$ cat src/rtl/mem_port_arbiter_pkg.sv
// Shared types and helpers for the three-requester memory port arbiter.
package mem_port_arbiter_pkg;

  typedef enum logic [1:0] {
    ARB_IDLE  = 2'd0,
    ARB_ISSUE = 2'd1,
    ARB_RESP  = 2'd2
  } arb_state_e;

  // Requester ids; also bit positions in gnt/rvalid.
  localparam logic [1:0] REQ_F = 2'd0;
  localparam logic [1:0] REQ_D = 2'd1;
  localparam logic [1:0] REQ_L = 2'd2;

  // (base + step) mod 3, for base in 0..2 and step in 0..3.
  function automatic logic [1:0] rr_step(input logic [1:0] base, input logic [1:0] step);
    logic [2:0] s;
    s = {1'b0, base} + {1'b0, step};
    if (s >= 3'd3) s = s - 3'd3;
    return s[1:0];
  endfunction

  // Requester id to its one-hot {l,d,f} position.
  function automatic logic [2:0] onehot3(input logic [1:0] id);
    return 3'b001 << id;
  endfunction

endpackage

$ cat src/rtl/mem_port_arbiter_if.sv
// Requester and memory-side bus of the memory port arbiter.
interface mem_port_arbiter_if #(
  parameter int AW = 8,
  parameter int DW = 16
);
  logic          f_req;
  logic [AW-1:0] f_addr;
  logic          d_req;
  logic          d_we;
  logic [AW-1:0] d_addr;
  logic [DW-1:0] d_wdata;
  logic          l_req;
  logic          l_lock;
  logic          l_we;
  logic [AW-1:0] l_addr;
  logic [DW-1:0] l_wdata;
  logic [2:0]    gnt;
  logic [2:0]    rvalid;
  logic [DW-1:0] rdata;
  logic [1:0]    owner;
  logic          busy;
  logic          mem_en;
  logic          mem_we;
  logic [AW-1:0] mem_addr;
  logic [DW-1:0] mem_wdata;
  logic [DW-1:0] mem_rdata;

  // Requesters plus the memory: drive requests and read data.
  modport master (
    output f_req, f_addr, d_req, d_we, d_addr, d_wdata,
           l_req, l_lock, l_we, l_addr, l_wdata, mem_rdata,
    input  gnt, rvalid, rdata, owner, busy, mem_en, mem_we, mem_addr, mem_wdata
  );

  // The arbiter itself.
  modport slave (
    input  f_req, f_addr, d_req, d_we, d_addr, d_wdata,
           l_req, l_lock, l_we, l_addr, l_wdata, mem_rdata,
    output gnt, rvalid, rdata, owner, busy, mem_en, mem_we, mem_addr, mem_wdata
  );
endinterface

$ cat src/rtl/mem_port_arbiter_rr_pick3.sv
// Combinational 3-way round-robin picker with an override id.
import mem_port_arbiter_pkg::*;

module rr_pick3 (
  input  logic [2:0] req,
  input  logic [1:0] last,
  input  logic [1:0] force_id,
  input  logic       force_en,
  output logic [1:0] win,
  output logic       any
);
  logic [1:0] cand;
  logic       found;

  // Search starts one past the last owner; the override wins outright.
  always_comb begin
    any   = |req;
    win   = last;
    cand  = 2'd0;
    found = 1'b0;
    if (force_en) begin
      win = force_id;
    end else begin
      for (int i = 1; i <= 3; i++) begin
        cand = rr_step(last, 2'(i));
        if (!found && req[cand]) begin
          win   = cand;
          found = 1'b1;
        end
      end
    end
  end
endmodule

$ cat src/rtl/mem_port_arbiter.sv
// Shares one 1-cycle-latency synchronous RAM between fetch, data and loader
// requesters: round-robin with a bounded loader burst lock, one access per 2 cycles.
import mem_port_arbiter_pkg::*;

module mem_port_arbiter #(
  parameter int AW        = 8,
  parameter int DW        = 16,
  parameter int BURST_MAX = 4
) (
  input logic            clk,
  input logic            reset,
  mem_port_arbiter_if.slave bus
);
  localparam int CW = $clog2(BURST_MAX + 1);

  arb_state_e    state;
  logic [1:0]    owner_q;
  logic [CW-1:0] burst_cnt;
  logic [2:0]    gnt_q, rvalid_q;
  logic          busy_q, mem_en_q, mem_we_q;
  logic [AW-1:0] mem_addr_q;
  logic [DW-1:0] mem_wdata_q;

  logic [2:0]    req;
  logic [1:0]    win;
  logic          any, lock_en;
  logic          sel_we;
  logic [AW-1:0] sel_addr;
  logic [DW-1:0] sel_wdata;

  assign req     = {bus.l_req, bus.d_req, bus.f_req};
  // Loader keeps the port while it owns it, holds lock, and has burst budget left.
  assign lock_en = (owner_q == REQ_L) && bus.l_req && bus.l_lock &&
                   (burst_cnt < CW'(BURST_MAX));

  rr_pick3 u_pick (
    .req      (req),
    .last     (owner_q),
    .force_id (REQ_L),
    .force_en (lock_en),
    .win      (win),
    .any      (any)
  );

  // Route the winner's command fields toward the memory registers.
  always_comb begin
    sel_we    = 1'b0;
    sel_addr  = bus.f_addr;
    sel_wdata = '0;
    case (win)
      REQ_D: begin
        sel_we    = bus.d_we;
        sel_addr  = bus.d_addr;
        sel_wdata = bus.d_wdata;
      end
      REQ_L: begin
        sel_we    = bus.l_we;
        sel_addr  = bus.l_addr;
        sel_wdata = bus.l_wdata;
      end
      default: ;
    endcase
  end

  // Arbitration FSM; all outputs registered, reset abandons any access in flight.
  always_ff @(posedge clk or posedge reset) begin
    if (reset) begin
      state       <= ARB_IDLE;
      owner_q     <= REQ_L;
      burst_cnt   <= '0;
      gnt_q       <= '0;
      rvalid_q    <= '0;
      busy_q      <= 1'b0;
      mem_en_q    <= 1'b0;
      mem_we_q    <= 1'b0;
      mem_addr_q  <= '0;
      mem_wdata_q <= '0;
    end else begin
      gnt_q    <= '0;
      rvalid_q <= '0;
      mem_en_q <= 1'b0;
      mem_we_q <= 1'b0;
      case (state)
        ARB_IDLE, ARB_RESP: begin
          if (any) begin
            state       <= ARB_ISSUE;
            busy_q      <= 1'b1;
            owner_q     <= win;
            gnt_q       <= onehot3(win);
            mem_en_q    <= 1'b1;
            mem_we_q    <= sel_we;
            mem_addr_q  <= sel_addr;
            mem_wdata_q <= sel_wdata;
            // Saturate so a lone loader past its budget cannot wrap back into lock.
            if (win == REQ_L)
              burst_cnt <= (burst_cnt == CW'(BURST_MAX)) ? burst_cnt : burst_cnt + CW'(1);
            else
              burst_cnt <= '0;
          end else begin
            state     <= ARB_IDLE;
            busy_q    <= 1'b0;
            burst_cnt <= '0;
          end
        end
        ARB_ISSUE: begin
          state    <= ARB_RESP;
          rvalid_q <= onehot3(owner_q);
        end
        default: state <= ARB_IDLE;
      endcase
    end
  end

  assign bus.gnt       = gnt_q;
  assign bus.rvalid    = rvalid_q;
  // RAM output is valid exactly in the completion cycle; pass it straight through.
  assign bus.rdata     = (|rvalid_q) ? bus.mem_rdata : '0;
  assign bus.owner     = owner_q;
  assign bus.busy      = busy_q;
  assign bus.mem_en    = mem_en_q;
  assign bus.mem_we    = mem_we_q;
  assign bus.mem_addr  = mem_addr_q;
  assign bus.mem_wdata = mem_wdata_q;
endmodule

$ cat src/flat_wrapper.sv
// flat-port wrapper written by rule: the top's interface ports become plain ports
module mem_port_arbiter_flat 
#(
  parameter int AW        = 8,
  parameter int DW        = 16,
  parameter int BURST_MAX = 4
)
  (clk, reset, bus_f_req, bus_f_addr, bus_d_req, bus_d_we, bus_d_addr, bus_d_wdata, bus_l_req, bus_l_lock, bus_l_we, bus_l_addr, bus_l_wdata, bus_mem_rdata, bus_gnt, bus_rvalid, bus_rdata, bus_owner, bus_busy, bus_mem_en, bus_mem_we, bus_mem_addr, bus_mem_wdata);
  mem_port_arbiter_if #(.AW(AW), .DW(DW)) bus_i ();
  input logic clk;
  input logic reset;
  input wire logic [$bits(bus_i.f_req)-1:0] bus_f_req;
  input wire logic [$bits(bus_i.f_addr)-1:0] bus_f_addr;
  input wire logic [$bits(bus_i.d_req)-1:0] bus_d_req;
  input wire logic [$bits(bus_i.d_we)-1:0] bus_d_we;
  input wire logic [$bits(bus_i.d_addr)-1:0] bus_d_addr;
  input wire logic [$bits(bus_i.d_wdata)-1:0] bus_d_wdata;
  input wire logic [$bits(bus_i.l_req)-1:0] bus_l_req;
  input wire logic [$bits(bus_i.l_lock)-1:0] bus_l_lock;
  input wire logic [$bits(bus_i.l_we)-1:0] bus_l_we;
  input wire logic [$bits(bus_i.l_addr)-1:0] bus_l_addr;
  input wire logic [$bits(bus_i.l_wdata)-1:0] bus_l_wdata;
  input wire logic [$bits(bus_i.mem_rdata)-1:0] bus_mem_rdata;
  output wire logic [$bits(bus_i.gnt)-1:0] bus_gnt;
  output wire logic [$bits(bus_i.rvalid)-1:0] bus_rvalid;
  output wire logic [$bits(bus_i.rdata)-1:0] bus_rdata;
  output wire logic [$bits(bus_i.owner)-1:0] bus_owner;
  output wire logic [$bits(bus_i.busy)-1:0] bus_busy;
  output wire logic [$bits(bus_i.mem_en)-1:0] bus_mem_en;
  output wire logic [$bits(bus_i.mem_we)-1:0] bus_mem_we;
  output wire logic [$bits(bus_i.mem_addr)-1:0] bus_mem_addr;
  output wire logic [$bits(bus_i.mem_wdata)-1:0] bus_mem_wdata;
  assign bus_i.f_req = bus_f_req;
  assign bus_i.f_addr = bus_f_addr;
  assign bus_i.d_req = bus_d_req;
  assign bus_i.d_we = bus_d_we;
  assign bus_i.d_addr = bus_d_addr;
  assign bus_i.d_wdata = bus_d_wdata;
  assign bus_i.l_req = bus_l_req;
  assign bus_i.l_lock = bus_l_lock;
  assign bus_i.l_we = bus_l_we;
  assign bus_i.l_addr = bus_l_addr;
  assign bus_i.l_wdata = bus_l_wdata;
  assign bus_i.mem_rdata = bus_mem_rdata;
  assign bus_gnt = bus_i.gnt;
  assign bus_rvalid = bus_i.rvalid;
  assign bus_rdata = bus_i.rdata;
  assign bus_owner = bus_i.owner;
  assign bus_busy = bus_i.busy;
  assign bus_mem_en = bus_i.mem_en;
  assign bus_mem_we = bus_i.mem_we;
  assign bus_mem_addr = bus_i.mem_addr;
  assign bus_mem_wdata = bus_i.mem_wdata;
  mem_port_arbiter #(.AW(AW), .DW(DW), .BURST_MAX(BURST_MAX)) u_core (.clk(clk), .reset(reset), .bus(bus_i));
endmodule
$ cat config.mk
export PLATFORM = sky130hd
export DESIGN_NAME = mem_port_arbiter_flat
export DESIGN_NICKNAME = d
export VERILOG_FILES = /design/src/rtl/mem_port_arbiter_pkg.sv /design/src/rtl/mem_port_arbiter_if.sv /design/src/rtl/mem_port_arbiter_rr_pick3.sv /design/src/rtl/mem_port_arbiter.sv /design/src/flat_wrapper.sv
export SDC_FILE = /design/constraint.sdc
export NUM_CORES = 1
export LEC_CHECK = 0
export ABC_AREA = 0
export CAP_MARGIN = 30
export CORE_MARGIN = 8
export CORE_UTILIZATION = 39
export CTS_CLUSTER_SIZE = 20
export DETAILED_ROUTE_END_ITERATION = 6
export PLACE_DENSITY = 0.82
export SLEW_MARGIN = 20
export SYNTH_ARGS = -nofsm -noshare
export SYNTH_HDL_FRONTEND = slang
export SYNTH_SLANG_ARGS = --single-unit
export TNS_END_PERCENT = 30
$ cat constraint.sdc
create_clock -name clk -period 3.55 [get_ports clk]
set_clock_uncertainty 0.1 [all_clocks]
set_input_delay 1.065 -clock clk [delete_from_list [all_inputs] [get_ports clk]]
set_output_delay 1.065 -clock clk [all_outputs]
set_load 0.01 [all_outputs]
==> flow_summary.ini, run 1 <==
[status]
outcome = finished clean

[logic_synthesis]
synth_cells = 256
synth_top_area_frac = 0.4214
ys_ff_latch = 40
ys_seq_area_frac = 0.4327
yosys_warnings = 0
synth.area.top_cells = dfrtp_1 (42%), nand2_1 (8.8%), a22o_1 (6.4%), nor2b_1 (5.4%), ha_1 (4.9%)
synth_area_um2 = 2316
synth_cell_types = 41
synth_area_leader_cell = dfrtp_1
syn_nets = 345
syn_area_per_cell_um2 = 9.047

[clock_tree]
cts.htree.levels = 2
cts_made_buffers = 5
cts_setup_buffers = 0
clock_latency_ns = 0.28
cts.clk_slew.worst_paths_ns = 0.07
clk_path_buf_depth = 2
ctsHoldBuffers = 0
root_buffer = clkbuf_8
cts_resized = 0
cts_tree = built
cts_sinks = 40

[global_routing]
grt_max_degree = 41
antenna_found_initial = 0
overflow = 0
grt_pass1_vias = 2358
grt_pass1_wl_mm = 11.54
grt_use_total = 0.1638

[critical_path]
crit_path_max_incr_delay_ns = 0.55
end_kind = output pin
critPathKind = in2out
arrival_ns = 2.21
crit_chain = clkdlybuf4s50_1 > nor2b_1 > clkdlybuf4s50_1
cpMaxStageDelayCell = clkdlybuf4s50_1
cp-start-kind = input port
cpMostUsedCell = clkdlybuf4s50_1
cp_max_fo = 1
worstPathRequired_ns = 2.38

[drt]
avgViaCountPerCell = 5.040
wire_per_inst_um = 15.66
vias = 2293
wl_mm = 7.127
drt_iter0_drc = 84
ant_nets = 0
drc = 0
dr.pass1.iters = 4

[layout]
final_util = 0.6444
layout.cells.non_filler = 455
drive_gt1_frac = 0.06053
syn2layout_area_growth_pct = 61.80
mostFrequentLayoutCell = clkdlybuf4s50_1
layout_common_cells = clkdlybuf4s50_1 (130), nand2_1 (54), dfrtp_1 (39)
area.sequential_um2 = 1002
nFillCells = 508
multi_input_area_um2 = 1136
fin_nets = 469
antenna_cells = 0

[floorplan]
initial_core_util = 0.3982
die_area_um2 = 8660
fp.dieW_um = 93.06
io-pin-count = 131
num_rows = 28
die_h_um = 93.06
core-area_um2 = 5816

[sta]
worst_slew_pin_slew_ns = 0.4966
rsz0062_at_grt = no
post-route-period-util = 0.9509
min_period_ns = 3.376
finalMaxSlewViolations = 0
fmax_mhz = 296.2
finalSetupViolCount = 0
tns_ns = 0
maxSlewHeadroom = 0.6689
hold_viol = 0

[power]
vdd_drop_max_mv = 1.262
p_leak_nw = 1.653
power_density_nw_per_um2 = 891.7

[place]
hpwl_mm = 5.491
port_buffers = 130
gp_congestion = 0.7875
dp.cells = 448

[hold_path]
min_path_type = reg2reg

[run]
max-cap-violations = 0
-- where the power goes --
part / total, mW / leakage (nW) / internal (mW) / switching, mW
combinational: 2.37 / 1.09 / 1.14 / 1.23
sequential: 0.693 / 0.519 / 0.603 / 0.0897
clock: 0.283 / 0.0400 / 0.133 / 0.150
total: 3.34 / 1.65 / 1.87 / 1.47
-- flip-flops by register name (all words and copies together), names as in the netlist --
name and flops:
u_core.bus.gnt 3, u_core.bus.mem_we 1, u_core.bus.busy 1, u_core.bus.rvalid 3, u_core.bus.mem_wdata 16, u_core.bus.mem_addr 8, u_core.state 2, u_core.bus.owner 2
u_core.bus.mem_en 1, u_core.burst_cnt 3
-- worst paths after layout --
path | startpoint | endpoint | slack [ns] | cells after the start
min in group asynchronous | reset | u_core.bus.mem_en | 1.12 | 3
max | bus_mem_rdata[15] | bus_rdata[15] | 0.17 | 3
max reg2reg | u_core.bus.owner[0] | u_core.bus.mem_addr[3] | 0.51 | 12
min reg2reg | u_core.state[1] | u_core.state[1] | 0.36 | 1
max in group asynchronous | reset | u_core.bus.owner[1] | 1.86 | 3
min | u_core.state[1] | u_core.state[1] | 0.36 | 1
-- cells in the mapped netlist (all sizes together) --
library cell and number:
nand2 54, dfrtp 39, nor2b 20, o21ai 20, a22o 17, nand3 16
buf 13, inv 12, ha 9, a22oi 8, clkbuf 8, and2 6
a31oi 5, a211oi 4, nand2b 3, a21oi 2, and4b 2, mux2 2
a21boi 1, a221o 1, and3 1, dfstp 1, mux2i 1, nand4b 1
nor2 1, nor3 1, o21ba 1, o21bai 1, o221a 1, o22a 1
o311ai 1, o31ai 1, o41ai 1, or3 1
-- logic make-up after synthesis --
kind of cell	count (synthesis)	synth area share
muxes	3	0.01567
AOI/OAI and AO/OA	65	0.2010
and+or+nand+nor	106	0.2253
buffers and inverters	33	0.07672
adders and majority gates	9	0.04862
DFF	40	0.4327
-- stage by stage --
step	hold WS [ns]	power, mW	worst slack (ns)	area (um2)
floorplan	0.2987	2.167	0.5234	2316
global placement	0.3176	3.015	0.08656	3666
detailed placement	0.3235	3.070	0.04389	3666
CTS	0.3522	3.370	0.1576	3747
global route	0.3722	3.621	0.1012	3747
finish	0.3555	3.342	0.1743	3747
-- cell type report --
class / instances / area share
repair buffers: 138 / 0.3700
multi-input cells: 183 / 0.3032
flip-flops and latches: 40 / 0.2674
well taps: 75 / 0.02504
clock buffers: 5 / 0.01836
inverters: 12 / 0.01269
clock inverters: 2 / 0.003339
-- metal layers --
| layer | GRT usage | wire length (um) |
|---|---|---|
| met5 | 0 | 0 |
| met4 | 0.05772 | 122 |
| met3 | 0.04087 | 399 |
| met2 | 0.3000 | 3917 |
| met1 | 0.1782 | 2687 |
-- critical path, delay by kind of cell --
family	cells	cell delay, ns
and+or+nand+nor	1	0.14
buffers and inverters	2	1.00
Power figures use the tool's default switching activity.
==> run 2: changes to the inputs <==
Settings changed: SLEW_MARGIN 20 to unset.
==> results of run 2 <==
The final DEF is identical to that of run 1; final timing and power are the same.
==> run 3: changes to the inputs <==
Settings changed: PLACE_DENSITY 0.82 to unset, PLACE_DENSITY_LB_ADDON set to 0.3, SLEW_MARGIN set to 0.
==> run 3 against run 2 <==
Against the previous run: via count is 0.52% lower; flip-flop and latch count stayed put; final cell count is 0.66% higher; largest cell class unchanged; count of clock-buffer cells in the layout is 1 higher; largest power group unchanged; register-to-register slack worse by 0.06 ns.
==> flow_summary.ini, run 3 (synthesis gave the netlist of run 1 again) <==
[clock_tree]
clock_latency_ns = 0.29
cts.clk_slew.worst_paths_ns = 0.07
root_buffer = clkbuf_8
cts_resized = 0
cts_tree = built
cts_setup_buffers = 0
clk_path_buf_depth = 2
ctsHoldBuffers = 0
cts_sinks = 40
cts.htree.levels = 2
cts_made_buffers = 5

[layout]
syn2layout_area_growth_pct = 63.59
drive_gt1_frac = 0.06527
area.sequential_um2 = 1002
layout_common_cells = clkdlybuf4s50_1 (130), nand2_1 (54), dfrtp_1 (39)
multi_input_area_um2 = 1136
nFillCells = 508
fin_nets = 471
antenna_cells = 0
finalInstanceArea_um2 = 3789
largest_reg_flops = 16
mostFrequentLayoutCell = clkdlybuf4s50_1

[drt]
avgViaCountPerCell = 4.980
dr.pass1.iters = 5
wire_per_inst_um = 15.71
ant_nets = 0
drt_iter0_drc = 86
vias = 2281
wl_mm = 7.193
drc = 0

[critical_path]
reg2reg_setup_slack_ns = 0.45
cp_max_fo = 1
arrival_ns = 2.21
end_kind = output pin
worstPathRequired_ns = 2.38
critPathKind = in2out
cp-start-kind = input port

[global_routing]
grt_use_total = 0.1695
grt_pass1_vias = 2344
overflow = 0
grt_pass1_wl_mm = 11.81
grt_max_degree = 41
antenna_found_initial = 0

[sta]
post-route-period-util = 0.9508
fmax_mhz = 296.3
worst_slew_pin_slew_ns = 0.4991
finalMaxSlewViolations = 0
min_period_ns = 3.375
rsz0062_at_grt = no
maxSlewHeadroom = 0.6629
finalSetupViolCount = 0
hold_viol = 0

[floorplan]
die_area_um2 = 8660
io-pin-count = 131
fp.dieW_um = 93.06
core-area_um2 = 5816
die_h_um = 93.06
num_rows = 28
initial_core_util = 0.3982

[run]
max-cap-violations = 0

[hold_path]
min_path_type = reg2reg

[power]
p_total_mw = 3.435
vdd_drop_max_mv = 0.8152
p_leak_nw = 1.673
power_density_nw_per_um2 = 906.8

[status]
outcome = finished clean

[place]
port_buffers = 130
hpwl_mm = 5.596
gp_congestion = 0.8612
postPlaceCellArea_um2 = 3681
## run 3: cell count changes in the layout (fill, tap and decap cells not counted)
cell	change
buf_4	+2
bufinv_16	+1
clkbuf_1	+1
clkinv_1	+1
clkinvlp_4	-1
inv_1	-1
## run 3: layout make-up
cell class,instances,share of cell area
inverters,12,0.01255
clock buffers,6,0.01915
flip-flops and latches,40,0.2645
clock inverters,2,0.009247
repair buffers,140,0.3699
multi-input cells,183,0.2999
well taps,75,0.02477
## run 3: layer usage
metal / GRT usage / vias up / share of wire
met5: 0 / - / 0
met3: 0.04647 / 6 / 0.060
li1: - / 1132 / -
met1: 0.1966 / 1072 / 0.40
met4: 0.06040 / 0 / 0.017
met2: 0.2923 / 71 / 0.52
## run 3: final timing paths
path / from / to / depth (start not counted)
min reg2reg: u_core.state[1] / u_core.state[1] / 1
min in group asynchronous: reset / u_core.burst_cnt[0] / 3
max: bus_mem_rdata[11] / bus_rdata[11] / 3
max reg2reg: u_core.bus.owner[0] / u_core.bus.mem_wdata[6] / 11
min: u_core.state[1] / u_core.state[1] / 1
max in group asynchronous: reset / u_core.bus.owner[1] / 3
## run 3: metrics by stage
stage	utilization	hold slack, ns	TNS (ns)	std cells	worst slack (ns)
6_report	0.6515	0.3356	0	458	0.1747
5_1_grt	0.6515	0.3476	0	458	0.06137
4_1_cts	0.6515	0.3379	0	458	0.1733
3_5_place_dp	0.6330	0.3267	-0.1115	450	-0.02416
3_3_place_gp	0.6330	0.3162	0	450	0.02499
2_1_floorplan	-	0.2987	0	256	0.5234
## run 3: worst max-delay path, cell delays in order
cell             delay, ns
clkdlybuf4s50_1       0.45
nor2b_1               0.13
clkdlybuf4s50_1       0.56
## run 3: report_power, final
group	internal, mW	total, mW	switching [mW]
clock	0.209	0.363	0.154
combinational	1.17	2.38	1.21
sequential	0.603	0.691	0.0878
total	1.98	3.44	1.45
